==> src/rtl/bus_pkg.sv <==
// Shared definitions for the bus driver: FSM state encoding, default sizes
// and the hold-counter reload helper.
package bus_pkg;

    typedef enum logic [1:0] {
        ST_IDLE   = 2'd0,
        ST_SETUP  = 2'd1,
        ST_STROBE = 2'd2,
        ST_HOLD   = 2'd3
    } bus_state_e;

    localparam int DEFAULT_WIDTH = 16;
    localparam int NUM_DST       = 4;
    localparam int HOLD_CNT_W    = 4;

    // The counter runs down to zero, so a hold of N cycles reloads with N-1.
    function automatic logic [HOLD_CNT_W-1:0] hold_reload(input int hold_cycles);
        return HOLD_CNT_W'(hold_cycles - 1);
    endfunction

endpackage

==> src/rtl/bus_driver.sv <==
// Drives one selected source word onto the shared data bus and strobes the
// destination load enables (single or broadcast) with setup and hold margins.
module bus_driver
    import bus_pkg::*;
#(
    parameter int WIDTH       = DEFAULT_WIDTH,
    parameter int HOLD_CYCLES = 1
) (
    input  logic             Clock,
    input  logic             Reset,
    input  logic [WIDTH-1:0] src0,
    input  logic [WIDTH-1:0] src1,
    input  logic [WIDTH-1:0] src2,
    input  logic [WIDTH-1:0] src3,
    input  logic             cmd_valid,
    input  logic [1:0]       cmd_src,
    input  logic [3:0]       cmd_dst,
    output logic             cmd_ready,
    output logic [WIDTH-1:0] data_bus,
    output logic             A_en,
    output logic             B_en,
    output logic             C_en,
    output logic             D_en,
    output logic             busy,
    output logic             done,
    output logic             err
);

    localparam logic [HOLD_CNT_W-1:0] HOLD_LOAD = hold_reload(HOLD_CYCLES);
    localparam logic [HOLD_CNT_W-1:0] CNT_ZERO  = HOLD_CNT_W'(0);
    localparam logic [HOLD_CNT_W-1:0] CNT_ONE   = HOLD_CNT_W'(1);

    bus_state_e             state_q, state_d;
    logic [HOLD_CNT_W-1:0]  cnt_q, cnt_d;
    logic [WIDTH-1:0]       snap_q, snap_d;
    logic [NUM_DST-1:0]     mask_q, mask_d;
    logic [WIDTH-1:0]       sel_src_s;
    logic                   accept_s;
    logic                   dst_none_s;

    logic [WIDTH-1:0]       bus_q, bus_d;
    logic [NUM_DST-1:0]     en_q, en_d;
    logic                   busy_q, busy_d;
    logic                   done_q, done_d;
    logic                   err_q, err_d;

    assign cmd_ready  = (state_q == ST_IDLE);
    assign accept_s   = cmd_valid & cmd_ready;
    assign dst_none_s = (cmd_dst == 4'b0000);

    // Source word selection.
    always_comb begin
        sel_src_s = src0;
        case (cmd_src)
            2'd0:    sel_src_s = src0;
            2'd1:    sel_src_s = src1;
            2'd2:    sel_src_s = src2;
            2'd3:    sel_src_s = src3;
            default: sel_src_s = src0;
        endcase
    end

    // Next-state, hold counter and snapshot capture.
    always_comb begin
        state_d = state_q;
        cnt_d   = cnt_q;
        snap_d  = snap_q;
        mask_d  = mask_q;
        case (state_q)
            ST_IDLE: begin
                if (accept_s && !dst_none_s) begin
                    state_d = ST_SETUP;
                    snap_d  = sel_src_s;
                    mask_d  = cmd_dst;
                end else begin
                    state_d = ST_IDLE;
                end
            end
            ST_SETUP: begin
                state_d = ST_STROBE;
            end
            ST_STROBE: begin
                state_d = ST_HOLD;
                cnt_d   = HOLD_LOAD;
            end
            ST_HOLD: begin
                if (cnt_q == CNT_ZERO) begin
                    state_d = ST_IDLE;
                end else begin
                    cnt_d = cnt_q - CNT_ONE;
                end
            end
            default: begin
                state_d = ST_IDLE;
                cnt_d   = CNT_ZERO;
            end
        endcase
    end

    // Outputs are computed from the upcoming state so they register in step with it.
    always_comb begin
        if (state_d != ST_IDLE) begin
            bus_d  = snap_d;
            busy_d = 1'b1;
        end else begin
            bus_d  = {WIDTH{1'b0}};
            busy_d = 1'b0;
        end
        if (state_d == ST_STROBE) begin
            en_d = mask_q;
        end else begin
            en_d = {NUM_DST{1'b0}};
        end
        done_d = (state_q == ST_HOLD) && (state_d == ST_IDLE);
        err_d  = accept_s && dst_none_s;
    end

    // FSM state, hold counter and transfer snapshot.
    always_ff @(posedge Clock or negedge Reset) begin
        if (!Reset) begin
            state_q <= ST_IDLE;
            cnt_q   <= CNT_ZERO;
            snap_q  <= {WIDTH{1'b0}};
            mask_q  <= {NUM_DST{1'b0}};
        end else begin
            state_q <= state_d;
            cnt_q   <= cnt_d;
            snap_q  <= snap_d;
            mask_q  <= mask_d;
        end
    end

    // Output registers.
    always_ff @(posedge Clock or negedge Reset) begin
        if (!Reset) begin
            bus_q  <= {WIDTH{1'b0}};
            en_q   <= {NUM_DST{1'b0}};
            busy_q <= 1'b0;
            done_q <= 1'b0;
            err_q  <= 1'b0;
        end else begin
            bus_q  <= bus_d;
            en_q   <= en_d;
            busy_q <= busy_d;
            done_q <= done_d;
            err_q  <= err_d;
        end
    end

    assign data_bus = bus_q;
    assign A_en     = en_q[0];
    assign B_en     = en_q[1];
    assign C_en     = en_q[2];
    assign D_en     = en_q[3];
    assign busy     = busy_q;
    assign done     = done_q;
    assign err      = err_q;

endmodule
==> config.mk <==
export PLATFORM = sky130hd
export DESIGN_NAME = bus_driver
export DESIGN_NICKNAME = d
export VERILOG_FILES = /design/src/rtl/bus_pkg.sv /design/src/rtl/bus_driver.sv
export SDC_FILE = /design/constraint.sdc
export NUM_CORES = 1
export LEC_CHECK = 0
export ABC_AREA = 1
export BUFFER_PORTS_ARGS = -buffer_cell sky130_fd_sc_hd__buf_4
export CORE_MARGIN = 3
export CORE_UTILIZATION = 53
export CTS_CLUSTER_SIZE = 40
export DETAILED_ROUTE_END_ITERATION = 16
export PLACE_DENSITY = 0.89
export SYNTH_ARGS = -nofsm -noshare
export SYNTH_HDL_FRONTEND = slang
export SYNTH_SLANG_ARGS = --single-unit
==> constraint.sdc <==
create_clock -name Clock -period 2.3 [get_ports Clock]
set_input_delay 0.345 -clock Clock [delete_from_list [all_inputs] [get_ports Clock]]
set_output_delay 0.345 -clock Clock [all_outputs]
set_load 0.005 [all_outputs]
==> metrics.md <==
| Metric | Value |
|---|---|
| Quantity of gates resized following cts | 0 |
| Largest net degree at the start of global routing | 50 |
| Worst slew margin relative to its limit | 0.5611 |
| Num Clock Sinks | 49 |
| Standard cell area after detailed placement | 0.003349 sq mm |
| Number of unique standard cell types used by synthesis | 24 |
| Total non-filler cell area in the finished layout | 0.003436 sq mm |
| Width of the die | 76.28 um |
| Hold Crit Class | in -> async |
| Die height | 76.28 um |
| Setup slack of the worst register-to-register path | 0.51 ns |
| Startpoint class of the critical path | flop |
| Initial core utilization | 0.5735 |
| Most used routing layer in global routing | met2 |
| End of the worst register-to-register path | data_bus[5] |
| Final setup violation count | 0 |
| Met3 global-route usage | 0.04492 |
| Clock buffer count from CTS | 5 |
| Die area | 0.005818 sq mm |
| Cell Area, Synth | 0.002618 sq mm |
| Number of instances in the placed design | 498 |
| Total Wirelength | 6.501 mm |
| Result of the run | finished, final reports clean |
| Setup tns final | 0 ns |
| Post-synthesis sequential area ratio | 0.4685 |
| Remaining design rule violation count | 0 |
| Worst Setup End Kind | flop |
| Router iterations before antenna repair | 4 |
| M2 GR Usage | 0.3946 |
| Top-Level Pins | 97 |
| Placeable Area | 0.004564 sq mm |
| Cell taking the most area after synthesis | sky130_fd_sc_hd__dfrtp_1 |
| Req. time, crit path | 2.47 ns |
| Via count | 2524 |
| Synthesis-to-finish area growth | 31.26% |
| Antenna-violating nets left | 0 |
| Avg Synthesized Cell Area | 7.394 sq um |
| R2r startpoint | state_q[1] |
| Count of mapped cells out of synthesis | 354 |
| Setup Skew | 0.005530 ns |
| Worst setup path endpoint | data_bus[5] |
| Period utilization | 0.7783 |
| Setup repair after global routing missed its margin | no |
| Cell area power density | 924.9 mW/mm^2 |
| Hold violation count in the final report | 0 |
| Final layout net count | 515 |
| Max_cap viols | 0 |
| Transition at the pin with the smallest max-transition slack | 0.6562 ns |
| Total inserted antenna cells | 0 |
| Final core utilization | 0.7527 |
| CTS tree | done |
| Clock Pin Slew Worst Setup and Hold Paths | 0.08 ns |
| Leak Pwr | 1.963 nW |
| Routability-driven placement congestion ratio | 0.8551 |
| Total global routing track utilization | 0.2352 |
| Post-synthesis sequential element count | 49 |
| Arrival time of the worst setup path | 1.96 ns |
| Warnings, synthesis | 0 |
| VDD IR max | 0.0005822 V |
| Highest clock rate | 558.7 MHz |
| Master cell of the clock root buffer | sky130_fd_sc_hd__clkbuf_8 |
| First-pass GRT wire length | 11.05 mm |
| Net Count, Synth | 429 |
| Reg2Reg Depth | 5 |
| Leading cell types by total area after synthesis | sky130_fd_sc_hd__dfrtp_1 (47%), sky130_fd_sc_hd__nand3_1 (12%), sky130_fd_sc_hd__nor2_1 (11%) |
| Row count | 24 |
| Pre-CTS setup slack | 0.3008 ns |
| Insertion delay of the later-clocked pin in the worst-skew pair | 0.30 ns |
| Biggest fanout along the worst timing path | 22 |
| Final Power | 3.178 mW |
| Vias in the first global route | 2477 |
| Post-CTS repair timing setup buffer count | 0 |
| Final cell count without fillers | 506 |
| Final count of pins violating max slew | 0 |
| Least setup slack across all paths after layout | 0.5100 ns |
| Initial DRC Count | 167 |
| Count of buffers inserted at the top-level ports | 96 |
| Via/cell ratio | 4.988 |
| Total overflow reported by the global router | 0 |
| Number of levels the H-tree was split into | 2 |
| Longest Clk Path Bufs | 2 |
| Type of the worst setup path | reg -> reg |
| Met1 track utilization from global routing | 0.2905 |
| Post-detailed-route wirelength per cell | 12.85 um |
| Detail Placement HPWL | 4.824 mm |
| Proportion of netlist area held by the largest area contributor | 0.4685 |
| Fraction of layout instances using a drive strength above 1 | 0.2585 |
| Antenna violations before repair | 0 |
| Minimum hold slack | 0.04145 ns |
| Hold_buf cts | 0 |
| Critical Path Start | state_q[1] |
| Minimum period implied by the final worst setup slack | 1.790 ns |
placed cells by master (no fill, tap or decap), types with 2 or more instances in the layout:
| cell type | n |
|---|---|
| sky130_fd_sc_hd__nand4_1 | 2 |
| sky130_fd_sc_hd__a21boi_0 | 15 |
| sky130_fd_sc_hd__inv_1 | 46 |
| sky130_fd_sc_hd__nor2_1 | 75 |
| sky130_fd_sc_hd__ha_1 | 2 |
| sky130_fd_sc_hd__buf_4 | 97 |
| sky130_fd_sc_hd__nand3_1 | 62 |
| sky130_fd_sc_hd__nand2_4 | 2 |
| sky130_fd_sc_hd__dfrtp_1 | 49 |
| sky130_fd_sc_hd__inv_2 | 2 |
| sky130_fd_sc_hd__clkbuf_8 | 5 |
| sky130_fd_sc_hd__o21ai_0 | 3 |
| sky130_fd_sc_hd__a21oi_1 | 3 |
| sky130_fd_sc_hd__nand2_1 | 66 |
| sky130_fd_sc_hd__clkinv_2 | 2 |
synth_stat cells, drive strengths merged:
cell / n
nand3: 62
inv: 48
buf: 12
nor2: 77
ha: 2
a21boi: 16
o21ai: 4
nand4: 2
clkbuf: 7
nor3: 1
dfrtp: 49
xor2: 1
nand2: 68
nor4: 1
a21oi: 3
o22ai: 1
flip-flops by register name (all words and copies together) (netlist names):
register / flops
err: 1
en_q: 4
data_bus: 16
mask_q: 4
snap_q: 16
done: 1
state_q: 2
cnt_q: 4
busy: 1
worst min-delay path by stage:
stage	slack, ns	end
after detailed placement	0.39	data_bus[15]
final	0.04	data_bus[15]
after global placement	0.38	cnt_q[2]
after floorplan	0.05	busy
after global routing	0.09	data_bus[15]
after CTS	0.06	done
worst max-delay path: stages (launching register included):
cell                       delay (ns)
sky130_fd_sc_hd__dfrtp_1         0.48
sky130_fd_sc_hd__nor3_4          0.61
sky130_fd_sc_hd__buf_12          0.24
sky130_fd_sc_hd__a21boi_0        0.09
sky130_fd_sc_hd__nor2_1          0.17
sky130_fd_sc_hd__nor2_1          0.07
cell type report:
cell class | count | area, sq um
clock buffer | 5 | 68.82
inverter | 48 | 180.2
multi-input combinational | 238 | 1114
tap | 65 | 81.33
clock inverter | 3 | 17.52
timing repair buffer | 98 | 748.2
fill | 344 | 1129
sequential | 49 | 1226
kinds of logic after synthesis:
group | after synthesis | share of synthesized area
simple gates | 211 | 0.3494
buf+inv | 67 | 0.1061
flops | 49 | 0.4685
compound gates | 24 | 0.06310
fa+ha+maj | 2 | 0.009559
xor+xnor | 1 | 0.003347
power breakdown:
group	internal [mW]	switching, mW	total, mW	leakage [nW]
Combinational	0.582	0.763	1.35	1.29
Sequential	1.20	0.142	1.34	0.626
Clock	0.210	0.278	0.488	0.0439
Total	1.99	1.18	3.18	1.96
routing by layer:
metal / share of wire / vias up
li1: - / 1267
met1: 0.40 / 1133
met2: 0.51 / 103
met3: 0.059 / 21
met4: 0.029 / 0
met5: 0 / -
Power figures use the tool's default switching activity.
